[src/rtl/isi_pkg.sv]
`default_nettype none
// ---------------------------------------------------------------------------
// isi_pkg : shared types and helpers for the banked ISI channel model
// Rev 1.0
// ---------------------------------------------------------------------------
package isi_pkg;

   typedef enum logic [1:0] {
      ST_EMPTY = 2'd0,
      ST_RUN   = 2'd1,
      ST_PEND  = 2'd2,
      ST_SWAP  = 2'd3
   } isi_state_t;

   // Width that holds NUM_TAPS full-precision products without overflow.
   function automatic int calc_acc_w(input int sig_w, input int coef_w, input int num_taps);
      return sig_w + coef_w + $clog2(num_taps);
   endfunction

   function automatic logic signed [63:0] sat_to_width(input logic signed [63:0] v, input int w);
      logic signed [63:0] hi;
      logic signed [63:0] lo;
      hi = (64'sd1 <<< (w - 1)) - 64'sd1;
      lo = -hi - 64'sd1;
      if (v > hi)
         return hi;
      else if (v < lo)
         return lo;
      else
         return v;
   endfunction

endpackage
`default_nettype wire

[src/rtl/isi_channel_banked_coef.sv]
`default_nettype none
// ---------------------------------------------------------------------------
// isi_coef_bank : active/shadow tap storage, pending shift and write port
// Rev 1.0
// ---------------------------------------------------------------------------
module isi_coef_bank
   import isi_pkg::*;
#(
   parameter int NUM_TAPS = 5,
   parameter int COEF_W   = 8,
   parameter int SHIFT_W  = 5
) (
   input  logic                        clk,
   input  logic                        rst,
   input  logic                        wr_en,
   input  logic [$clog2(NUM_TAPS)-1:0] wr_addr,
   input  logic [COEF_W-1:0]           wr_data,
   input  logic                        commit_en,
   input  logic [SHIFT_W-1:0]          shift_in,
   input  logic                        swap_en,
   output logic [COEF_W-1:0]           taps [NUM_TAPS],
   output logic [SHIFT_W-1:0]          shift_out,
   output logic                        active_bank,
   output logic                        wr_err
);

   logic [COEF_W-1:0]  bank0_q [NUM_TAPS];
   logic [COEF_W-1:0]  bank0_d [NUM_TAPS];
   logic [COEF_W-1:0]  bank1_q [NUM_TAPS];
   logic [COEF_W-1:0]  bank1_d [NUM_TAPS];
   logic               active_q, active_d;
   logic [SHIFT_W-1:0] shift_q, shift_d;
   logic [SHIFT_W-1:0] pend_q, pend_d;
   logic               wr_err_q, wr_err_d;

   always_comb begin
      bank0_d  = bank0_q;
      bank1_d  = bank1_q;
      active_d = active_q;
      shift_d  = shift_q;
      pend_d   = pend_q;
      wr_err_d = wr_err_q;
      if (wr_en) begin
         if (int'(wr_addr) < NUM_TAPS) begin
            if (active_q)
               bank0_d[wr_addr] = wr_data;
            else
               bank1_d[wr_addr] = wr_data;
         end else begin
            wr_err_d = 1'b1;
         end
      end
      if (commit_en)
         pend_d = shift_in;
      // Old active bank becomes the new shadow, seeded with the promoted taps
      // so later writes can be incremental edits.
      if (swap_en) begin
         active_d = ~active_q;
         shift_d  = pend_q;
         if (active_q)
            bank1_d = bank0_q;
         else
            bank0_d = bank1_q;
      end
   end

   always_ff @(posedge clk) begin
      if (rst) begin
         for (int i = 0; i < NUM_TAPS; i++) begin
            bank0_q[i] <= '0;
            bank1_q[i] <= '0;
         end
         active_q <= 1'b0;
         shift_q  <= '0;
         pend_q   <= '0;
         wr_err_q <= 1'b0;
      end else begin
         bank0_q  <= bank0_d;
         bank1_q  <= bank1_d;
         active_q <= active_d;
         shift_q  <= shift_d;
         pend_q   <= pend_d;
         wr_err_q <= wr_err_d;
      end
   end

   always_comb begin
      for (int i = 0; i < NUM_TAPS; i++)
         taps[i] = active_q ? bank1_q[i] : bank0_q[i];
   end

   assign shift_out   = shift_q;
   assign active_bank = active_q;
   assign wr_err      = wr_err_q;

endmodule
`default_nettype wire

[src/rtl/isi_channel_banked.sv]
`default_nettype none
// ---------------------------------------------------------------------------
// isi_channel_banked : transposed-form FIR channel with banked taps, saturation
// Rev 1.0
// ---------------------------------------------------------------------------
module isi_channel_banked
   import isi_pkg::*;
#(
   parameter int NUM_TAPS = 5,
   parameter int SIG_W    = 8,
   parameter int COEF_W   = 8,
   parameter int SHIFT_W  = 5
) (
   input  logic                        clk,
   input  logic                        rst,
   input  logic [SIG_W-1:0]            sig_in,
   input  logic                        sig_in_valid,
   output logic [SIG_W-1:0]            sig_out,
   output logic                        sig_out_valid,
   input  logic                        coef_wr_valid,
   output logic                        coef_wr_ready,
   input  logic [$clog2(NUM_TAPS)-1:0] coef_wr_addr,
   input  logic [COEF_W-1:0]           coef_wr_data,
   input  logic [SHIFT_W-1:0]          coef_shift,
   input  logic                        coef_commit,
   output logic                        active_bank,
   output logic                        coef_loaded,
   output logic                        sat_flag,
   output logic                        wr_err
);

   localparam int ACC_W = calc_acc_w(SIG_W, COEF_W, NUM_TAPS);

   isi_state_t               state_q, state_d;
   logic                     ready_q, ready_d;
   logic                     loaded_q, loaded_d;
   logic                     sat_q, sat_d;
   logic                     out_valid_q, out_valid_d;
   logic [SIG_W-1:0]         sig_out_q, sig_out_d;
   logic signed [ACC_W-1:0]  isi_q [1:NUM_TAPS-1];
   logic signed [ACC_W-1:0]  isi_d [1:NUM_TAPS-1];

   logic signed [ACC_W-1:0]  prod [NUM_TAPS];
   logic signed [ACC_W-1:0]  sum0, shifted;
   logic signed [63:0]       sat_v;
   logic [COEF_W-1:0]        taps [NUM_TAPS];
   logic [SHIFT_W-1:0]       shift;
   logic                     wr_en, commit_en, swap_en, process;

   assign wr_en     = coef_wr_valid && ready_q;
   assign commit_en = coef_commit && ((state_q == ST_EMPTY) || (state_q == ST_RUN));
   assign swap_en   = (state_q == ST_SWAP);
   assign process   = sig_in_valid && ((state_q == ST_RUN) || (state_q == ST_PEND));

   isi_coef_bank #(
      .NUM_TAPS (NUM_TAPS),
      .COEF_W   (COEF_W),
      .SHIFT_W  (SHIFT_W)
   ) u_bank (
      .clk         (clk),
      .rst         (rst),
      .wr_en       (wr_en),
      .wr_addr     (coef_wr_addr),
      .wr_data     (coef_wr_data),
      .commit_en   (commit_en),
      .shift_in    (coef_shift),
      .swap_en     (swap_en),
      .taps        (taps),
      .shift_out   (shift),
      .active_bank (active_bank),
      .wr_err      (wr_err)
   );

   always_comb begin
      for (int i = 0; i < NUM_TAPS; i++)
         prod[i] = ACC_W'($signed(sig_in)) * ACC_W'($signed(taps[i]));
      sum0    = isi_q[1] + prod[0];
      shifted = sum0 >>> shift;
      sat_v   = sat_to_width(64'(shifted), SIG_W);
   end

   always_comb begin
      state_d     = state_q;
      loaded_d    = loaded_q;
      sat_d       = sat_q;
      sig_out_d   = sig_out_q;
      out_valid_d = process;
      isi_d       = isi_q;

      case (state_q)
         ST_EMPTY: if (coef_commit) state_d = ST_SWAP;
         ST_RUN:   if (coef_commit) state_d = ST_PEND;
         // Promotion waits for a bubble so no sample mixes old and new taps.
         ST_PEND:  if (!sig_in_valid) state_d = ST_SWAP;
         ST_SWAP:  state_d = ST_RUN;
         default:  state_d = ST_EMPTY;
      endcase
      ready_d = (state_d == ST_EMPTY) || (state_d == ST_RUN);

      if (process) begin
         isi_d[NUM_TAPS-1] = prod[NUM_TAPS-1];
         for (int i = 1; i < NUM_TAPS - 1; i++)
            isi_d[i] = isi_q[i+1] + prod[i];
         sig_out_d = sat_v[SIG_W-1:0];
         if (sat_v != 64'(shifted))
            sat_d = 1'b1;
      end

      if (swap_en) begin
         for (int i = 1; i < NUM_TAPS; i++)
            isi_d[i] = '0;
         loaded_d = 1'b1;
         sat_d    = 1'b0;
      end
   end

   always_ff @(posedge clk) begin
      if (rst) begin
         state_q     <= ST_EMPTY;
         ready_q     <= 1'b1;
         loaded_q    <= 1'b0;
         sat_q       <= 1'b0;
         out_valid_q <= 1'b0;
         sig_out_q   <= '0;
         for (int i = 1; i < NUM_TAPS; i++)
            isi_q[i] <= '0;
      end else begin
         state_q     <= state_d;
         ready_q     <= ready_d;
         loaded_q    <= loaded_d;
         sat_q       <= sat_d;
         out_valid_q <= out_valid_d;
         sig_out_q   <= sig_out_d;
         isi_q       <= isi_d;
      end
   end

   assign sig_out       = sig_out_q;
   assign sig_out_valid = out_valid_q;
   assign coef_wr_ready = ready_q;
   assign coef_loaded   = loaded_q;
   assign sat_flag      = sat_q;

endmodule
`default_nettype wire

[config.mk]
export PLATFORM = sky130hd
export DESIGN_NAME = isi_channel_banked
export DESIGN_NICKNAME = d
export VERILOG_FILES = /design/src/rtl/isi_pkg.sv /design/src/rtl/isi_channel_banked_coef.sv /design/src/rtl/isi_channel_banked.sv
export SDC_FILE = /design/constraint.sdc
export NUM_CORES = 2
export LEC_CHECK = 0
export ABC_AREA = 1
export BUFFER_PORTS_ARGS = -buffer_cell sky130_fd_sc_hd__buf_2
export CELL_PAD_IN_SITES_DETAIL_PLACEMENT = 1
export CELL_PAD_IN_SITES_GLOBAL_PLACEMENT = 1
export CORE_MARGIN = 10
export CORE_UTILIZATION = 45
export CTS_BUF_LIST = sky130_fd_sc_hd__clkbuf_4 sky130_fd_sc_hd__clkbuf_8
export DETAILED_ROUTE_END_ITERATION = 8
export GPL_ROUTABILITY_DRIVEN = 0
export PLACE_DENSITY = 0.76
export SETUP_SLACK_MARGIN = 0.2
export SLEW_MARGIN = 20
export SYNTH_ARGS = -nofsm -noshare
export SYNTH_HDL_FRONTEND = slang
export SYNTH_SLANG_ARGS = --single-unit
[constraint.sdc]
create_clock -name clk -period 19.5 [get_ports clk]
set_input_delay 3.9 -clock clk [delete_from_list [all_inputs] [get_ports clk]]
set_output_delay 3.9 -clock clk [all_outputs]
set_load 0.02 [all_outputs]
After elaboration in Yosys (flattened, before gate mapping)
Cells that the tools add are included.

Add/sub/neg operators: 4. $mul: 5. Order comparisons: 5. Equal/unequal tests: 5. Shift-type cells: 1. Multiplexer cells: 25. Bitwise operators: 3. Reductions and logical operators: 12.

Operator list (count): $mux W40 (10); $mux W64 (2); $bwmux W40 (2); $mul A8 B8 Y16 (5); $add A19 B16 Y19 (4); $ne A64 B19 Y1 (1); $mux W8 (6); $demux W8 S3 (1); $gt A19 B8 Y1 const B (1); $lt A19 B8 Y1 const B (1); $sshr A19 B5 Y19 (1); $pmux W2 S4 (1); $mux W2 (3); $eq A2 B1 Y1 const B (2); $eq A2 B2 Y1 const B (2); $ge A4 B4 Y1 const B (1); $logic_and A1 B1 Y1 (4); $logic_not A2 Y1 (2); $lt A4 B1 Y1 const B (1); $not A3 Y4 (1); $reduce_and A2 Y1 (2); $logic_or A1 B1 Y1 (3); $lt A3 B3 Y1 const B (1); $not A1 Y1 (2); $reduce_or A2 Y1 (1).

Register bits: 182. Bits of input ports: 29. Output and inout port bits: 14.

Depth between registers and ports, before layout
Depth after elaboration: 11. Gate-level depth with buffers: 42.

Cells and area by module
A second synthesis with hierarchy kept.

Cell total of the unflattened synthesis: 3538. Area, all modules: 26090.0 um^2.

Modules (own cells, without submodules): isi_channel_banked (times used 1, cells an instance 2669, area each 20921.3 um^2, seq. area each 1741.7 um^2); isi_coef_bank (times used 1, cells an instance 869, area each 5168.7 um^2, seq. area each 1841.8 um^2).

Least setup slack after synthesis
OpenSTA, ideal clock, no wires.

Path kind: input to register. Start: input sig_in[7]. End: register sig_out_q[7] (netlist: sig_out[7]). Setup time: 0.129 ns. Data arrival time: 9.957 ns. Slack: 9.414 ns. Stages on the path: 34. Buffers on the path: 2. Cell sequence: inv_1 -> clkbuf_1 -> clkbuf_1 -> nor2_1 -> fa_1 -> inv_1 -> fa_1 -> fa_1 -> inv_1 -> fa_1 -> ha_1 -> ha_1 -> nand2_2 -> nor2_2 -> nand2_1 -> nand3_2 -> nand2_2 -> nand2_2 -> inv_1 -> nand2_4 -> nand3_1 -> nand3_1 -> nand3_1 -> nand3_1 -> nand3_1 -> nand2_1 -> nand2_1 -> nor2_1 -> nand4_1 -> ha_1 -> inv_1 -> nand3_1 -> nand2_1 -> a21oi_1.

Cells in the longest elaborated chain, start to end: 6. Elaborated cells between the ends (all ways): 7. Those cells by class: 1 x add/sub; 1 x mul; 2 x order compare; 1 x shift; 2 x mux.

Ends and longest elaborated chain: from (decl) (RTL line isi_channel_banked.sv:16) `input logic [SIG_W-1:0] sig_in,`; $mul A8 B8 Y16 * (RTL line isi_channel_banked.sv:76) `prod[i] = ACC_W'($signed(sig_in)) * ACC_W'($signed(taps[i]));`; $add A19 B16 Y19 * (RTL line isi_channel_banked.sv:77) `sum0 = isi_q[1] + prod[0];`; $sshr A19 B5 Y19 * (RTL line isi_channel_banked.sv:78) `shifted = sum0 >>> shift;`; $lt A19 B8 Y1 (RTL line isi_pkg.sv:27) `else if (v < lo)`; $mux W64 (RTL line isi_pkg.sv:27); $mux W64 * (RTL line isi_pkg.sv:25) `if (v > hi)`; to (signal assigned) (RTL line isi_channel_banked.sv:133) `sig_out_q <= sig_out_d;`; to (decl) (RTL line isi_channel_banked.sv:39) `logic [SIG_W-1:0] sig_out_q, sig_out_d;`.

Every way passes the cells marked *; elsewhere a longest branch is shown, timed or not. A chain may end at the register's enable or synchronous reset.

Final worst setup path
Start: input sig_in[3]. End: register sig_out_q[7] (netlist: sig_out[7]).

Same word-level chain as after synthesis.

==> metrics.md <==
| Metric | Value |
|---|---|
| DRC viols | 0 |
| Fmax | 0.0941 GHz |
| Htree depth | 4 |
| Final period util | 54.5% |
| Crit. Startpoint | sig_in[3] |
| Core Footprint | 0.0541 sq mm |
| Final instance area | 0.0261 sq mm |
| CP required | 19.96 ns |
| Reg power frac | 20.7% |
| Layout net count | 3793 |
| Dpl cell area | 0.0256 sq mm |
| Setup violators final | 0 |
| Total clock sinks | 179 |
| Die Wd | 254 um |
| Crit-path slowest cell | clkinv_1 |
| Worst EP arrival | 11.08 ns |
| Syn_nets | 3818 |
| Pint | 0.00102 W |
| Register area share after synthesis | 14.5% |
| Cell Rows | 85 |
| Area Overhead vs Synth | 5.34% |
| Final TNS setup | 0 ns |
| Vias in the first global route | 22900 |
| Mapped Area | 0.0247 sq mm |
| Switch Pwr | 0.00101 W |
| Cell mode on critical path | nand2_1 |
| Pwr/cell area | 78.0 mW/mm^2 |
| Critical R2R Launch | u_bank.active_bank$_SDFFE_PP0P_ |
| Type of the worst setup path | input pin to register |
| Initial antenna violation count | 0 |
| Clk_skew | 0.0217 ns |
| I/O pins | 43 |
| Detail Route Antenna Nets | 0 |
| Worst slew pin tran | 1.06 ns |
| Worst slack, placed | 7.99 ns |
| Max clock buf depth | 2 |
| HP Class | register to register |
| Max-cap violations | 0 |
| Overall die area | 0.0647 sq mm |
| Antenna cell count | 0 |
| Clock power share | 15.4% |
| Cells after Synth | 3194 |
| Synth unique cells | 44 |
| Root Driver | clkbuf_8 |
| CTS Buf Count | 17 |
| Ys flop type | dfxtp_1 |
| Worst-path fanout max | 24 |
| LEAKAGE | 13.4 nW |
| GRT Total Usage | 22.6% |
| Largest net degree at the start of global routing | 87 |
| Number of synthesized flops with an enable pin | 0 |
| First-pass GRT wire length | 116 mm |
| Worst slew margin | 28.5% |
| Peak VDD IR | 0.0463 mV |
| Post-CTS Resized | 0 |
| DR WL/cell | 18.3 um |
| YS warnings | 0 |
| Fraction of registers with async set/reset | 0% |
| WL final | 70.9 mm |
| Final WS setup | 8.87 ns |
| Syn_area_per_cell | 7.74 sq um |
| Run status | finished, final reports clean |
| Combinational power share | 63.9% |
| Die height | 254 um |
| CTS tree | built |
| Starting Density | 45.7% |
| Min cycle time layout | 10.63 ns |
| Initial DRC Count | 877 |
| Vias/cell | 5.29 |
| Synthesis-stage register bit count | 179 |
| Final max-slew violation count | 0 |
| Final Hold Viols | 0 |
| RSZ-0062 raised after global routing | false |
| Vias | 20500 |
| Port Buffers | 42 |
| Hold Startpoint | u_bank.bank1_q[30]$_SDFF_PP0_ |
| Hold Buf Count CTS | 0 |
| Critical Path Source Type | input pin |
| Hpwl dp | 56.9 mm |
| Setup Fix Bufs, Post-CTS | 0 |
| Remaining Overflow, GRT | 0 |
| Pre-Repair DR Iteration Count | 7 |
| Clk_lat worst skew | 0.57 ns |
| Max incr delay on CP | 0.96 ns |
| Endpoint class of the critical path | register |
| Share of layout cells above drive strength 1 | 4.50% |
| Register clock-pin slew on the reported worst setup and hold paths | 0.11 ns |
| Sw Share | 49.6% |
==> logic make-up (layout without fill, tap and decap cells) <==
kind of cell,after synthesis,count (layout),synth area share (%)
fa+ha+maj,595,595,41.9
flops,179,179,14.5
xor+xnor,73,73,2.59
mux,2,2,0.0810
compound gates,485,485,11.5
simple gates,948,948,15.6
buf+inv,912,899,13.9
==> synthesized netlist by cell type (27+ instances only) <==
library cell | number | area share (%)
inv_1 | 787 | 12
nand2_1 | 530 | 8.0
fa_1 | 387 | 31
nor2_1 | 264 | 4.0
ha_1 | 208 | 11
dfxtp_1 | 179 | 14
a21oi_1 | 171 | 3.5
o21ai_0 | 155 | 3.1
nand3_1 | 107 | 2.2
clkbuf_1 | 97 | 1.5
o211ai_1 | 57 | 1.7
xor2_1 | 48 | 1.7
a221oi_1 | 27 | 0.96
==> power groups by stage <==
stage | clock network (W) | logic (W) | registers (W)
2_1_floorplan | 0 | 0.000975 | 0.000423
3_3_place_gp | 0 | 0.00124 | 0.000427
3_5_place_dp | 0 | 0.00131 | 0.000428
4_1_cts | 0.000321 | 0.00132 | 0.000420
5_1_grt | 0.000335 | 0.00150 | 0.000423
6_report | 0.000313 | 0.00130 | 0.000420
==> state kept, by name, summed over array words and instances (netlist names) <==
signal and cells:
u_bank.shift_out 5, isi_q 73, sig_out 8, u_bank.pend_q 5, state_q 2, u_bank.active_bank 1, sig_out_valid 1, coef_loaded 1
u_bank.bank0_q 40, u_bank.wr_err 1, coef_wr_ready 1, sat_flag 1, u_bank.bank1_q 40
==> per-layer routing <==
layer	vias up	track usage (%)	routed length, um
li1	9655	-	-
met1	10400	26.4	29400
met2	309	42.3	37700
met3	107	2.67	1940
met4	0	7.32	1900
met5	-	0	0
==> cell usage in the layout (no fill, tap or decap), types with 8 or more instances in the layout <==
master,Yosys,final
dfxtp_1,179,178
nand2_2,8,8
nor2_2,5,9
ha_1,208,208
o221ai_1,16,16
clkbuf_8,0,18
nand3_1,107,107
fa_1,387,387
inv_1,787,786
nand4_1,8,8
o211ai_1,57,57
buf_4,0,26
a221oi_1,27,27
o21ai_1,12,12
buf_2,7,42
xor2_1,48,48
nand2_1,530,529
o21bai_1,22,22
o21ai_0,155,155
xnor2_1,25,25
nor2_1,264,259
a21oi_1,171,171
==> final timing paths <==
path,endpoint,slack (ns),cells past startpoint
worst max-delay path,sig_out[7]$_SDFFE_PP0P_,8.87,33
worst min-delay path,u_bank.bank1_q[30]$_SDFF_PP0_,0.47,2
worst max register to register,sig_out[7]$_SDFFE_PP0P_,11.46,37
worst min register to register,u_bank.bank1_q[30]$_SDFF_PP0_,0.47,2
==> critical path, delay by kind of cell <==
family,cells,cell delay [ns]
adders and majority gates,7,2.88
and+or+nand+nor,19,2.27
buffers and inverters,5,1.79
AOI/OAI and AO/OA,2,0.22
==> stage by stage <==
step                      hold slack, ns  instances  power (W)  util, %
final                              0.473       3877    0.00203     48.1
after floorplan                    0.443       3194    0.00140        -
after detailed placement           0.461       3846    0.00174     47.3
after CTS                          0.475       3877    0.00206     48.1
after global routing               0.497       3877    0.00226     48.1
after global placement             0.448       3846    0.00167     47.3
==> layout make-up <==
cell class / count / area, sq um
fillers: 6719 / 28100
multi-input cells: 2103 / 17700
repair buffers: 68 / 405
flip-flops and latches: 179 / 3580
inverters: 800 / 3010
clock buffers: 19 / 255
well taps: 696 / 871
clock inverters: 12 / 191
Power figures use the tool's default switching activity.
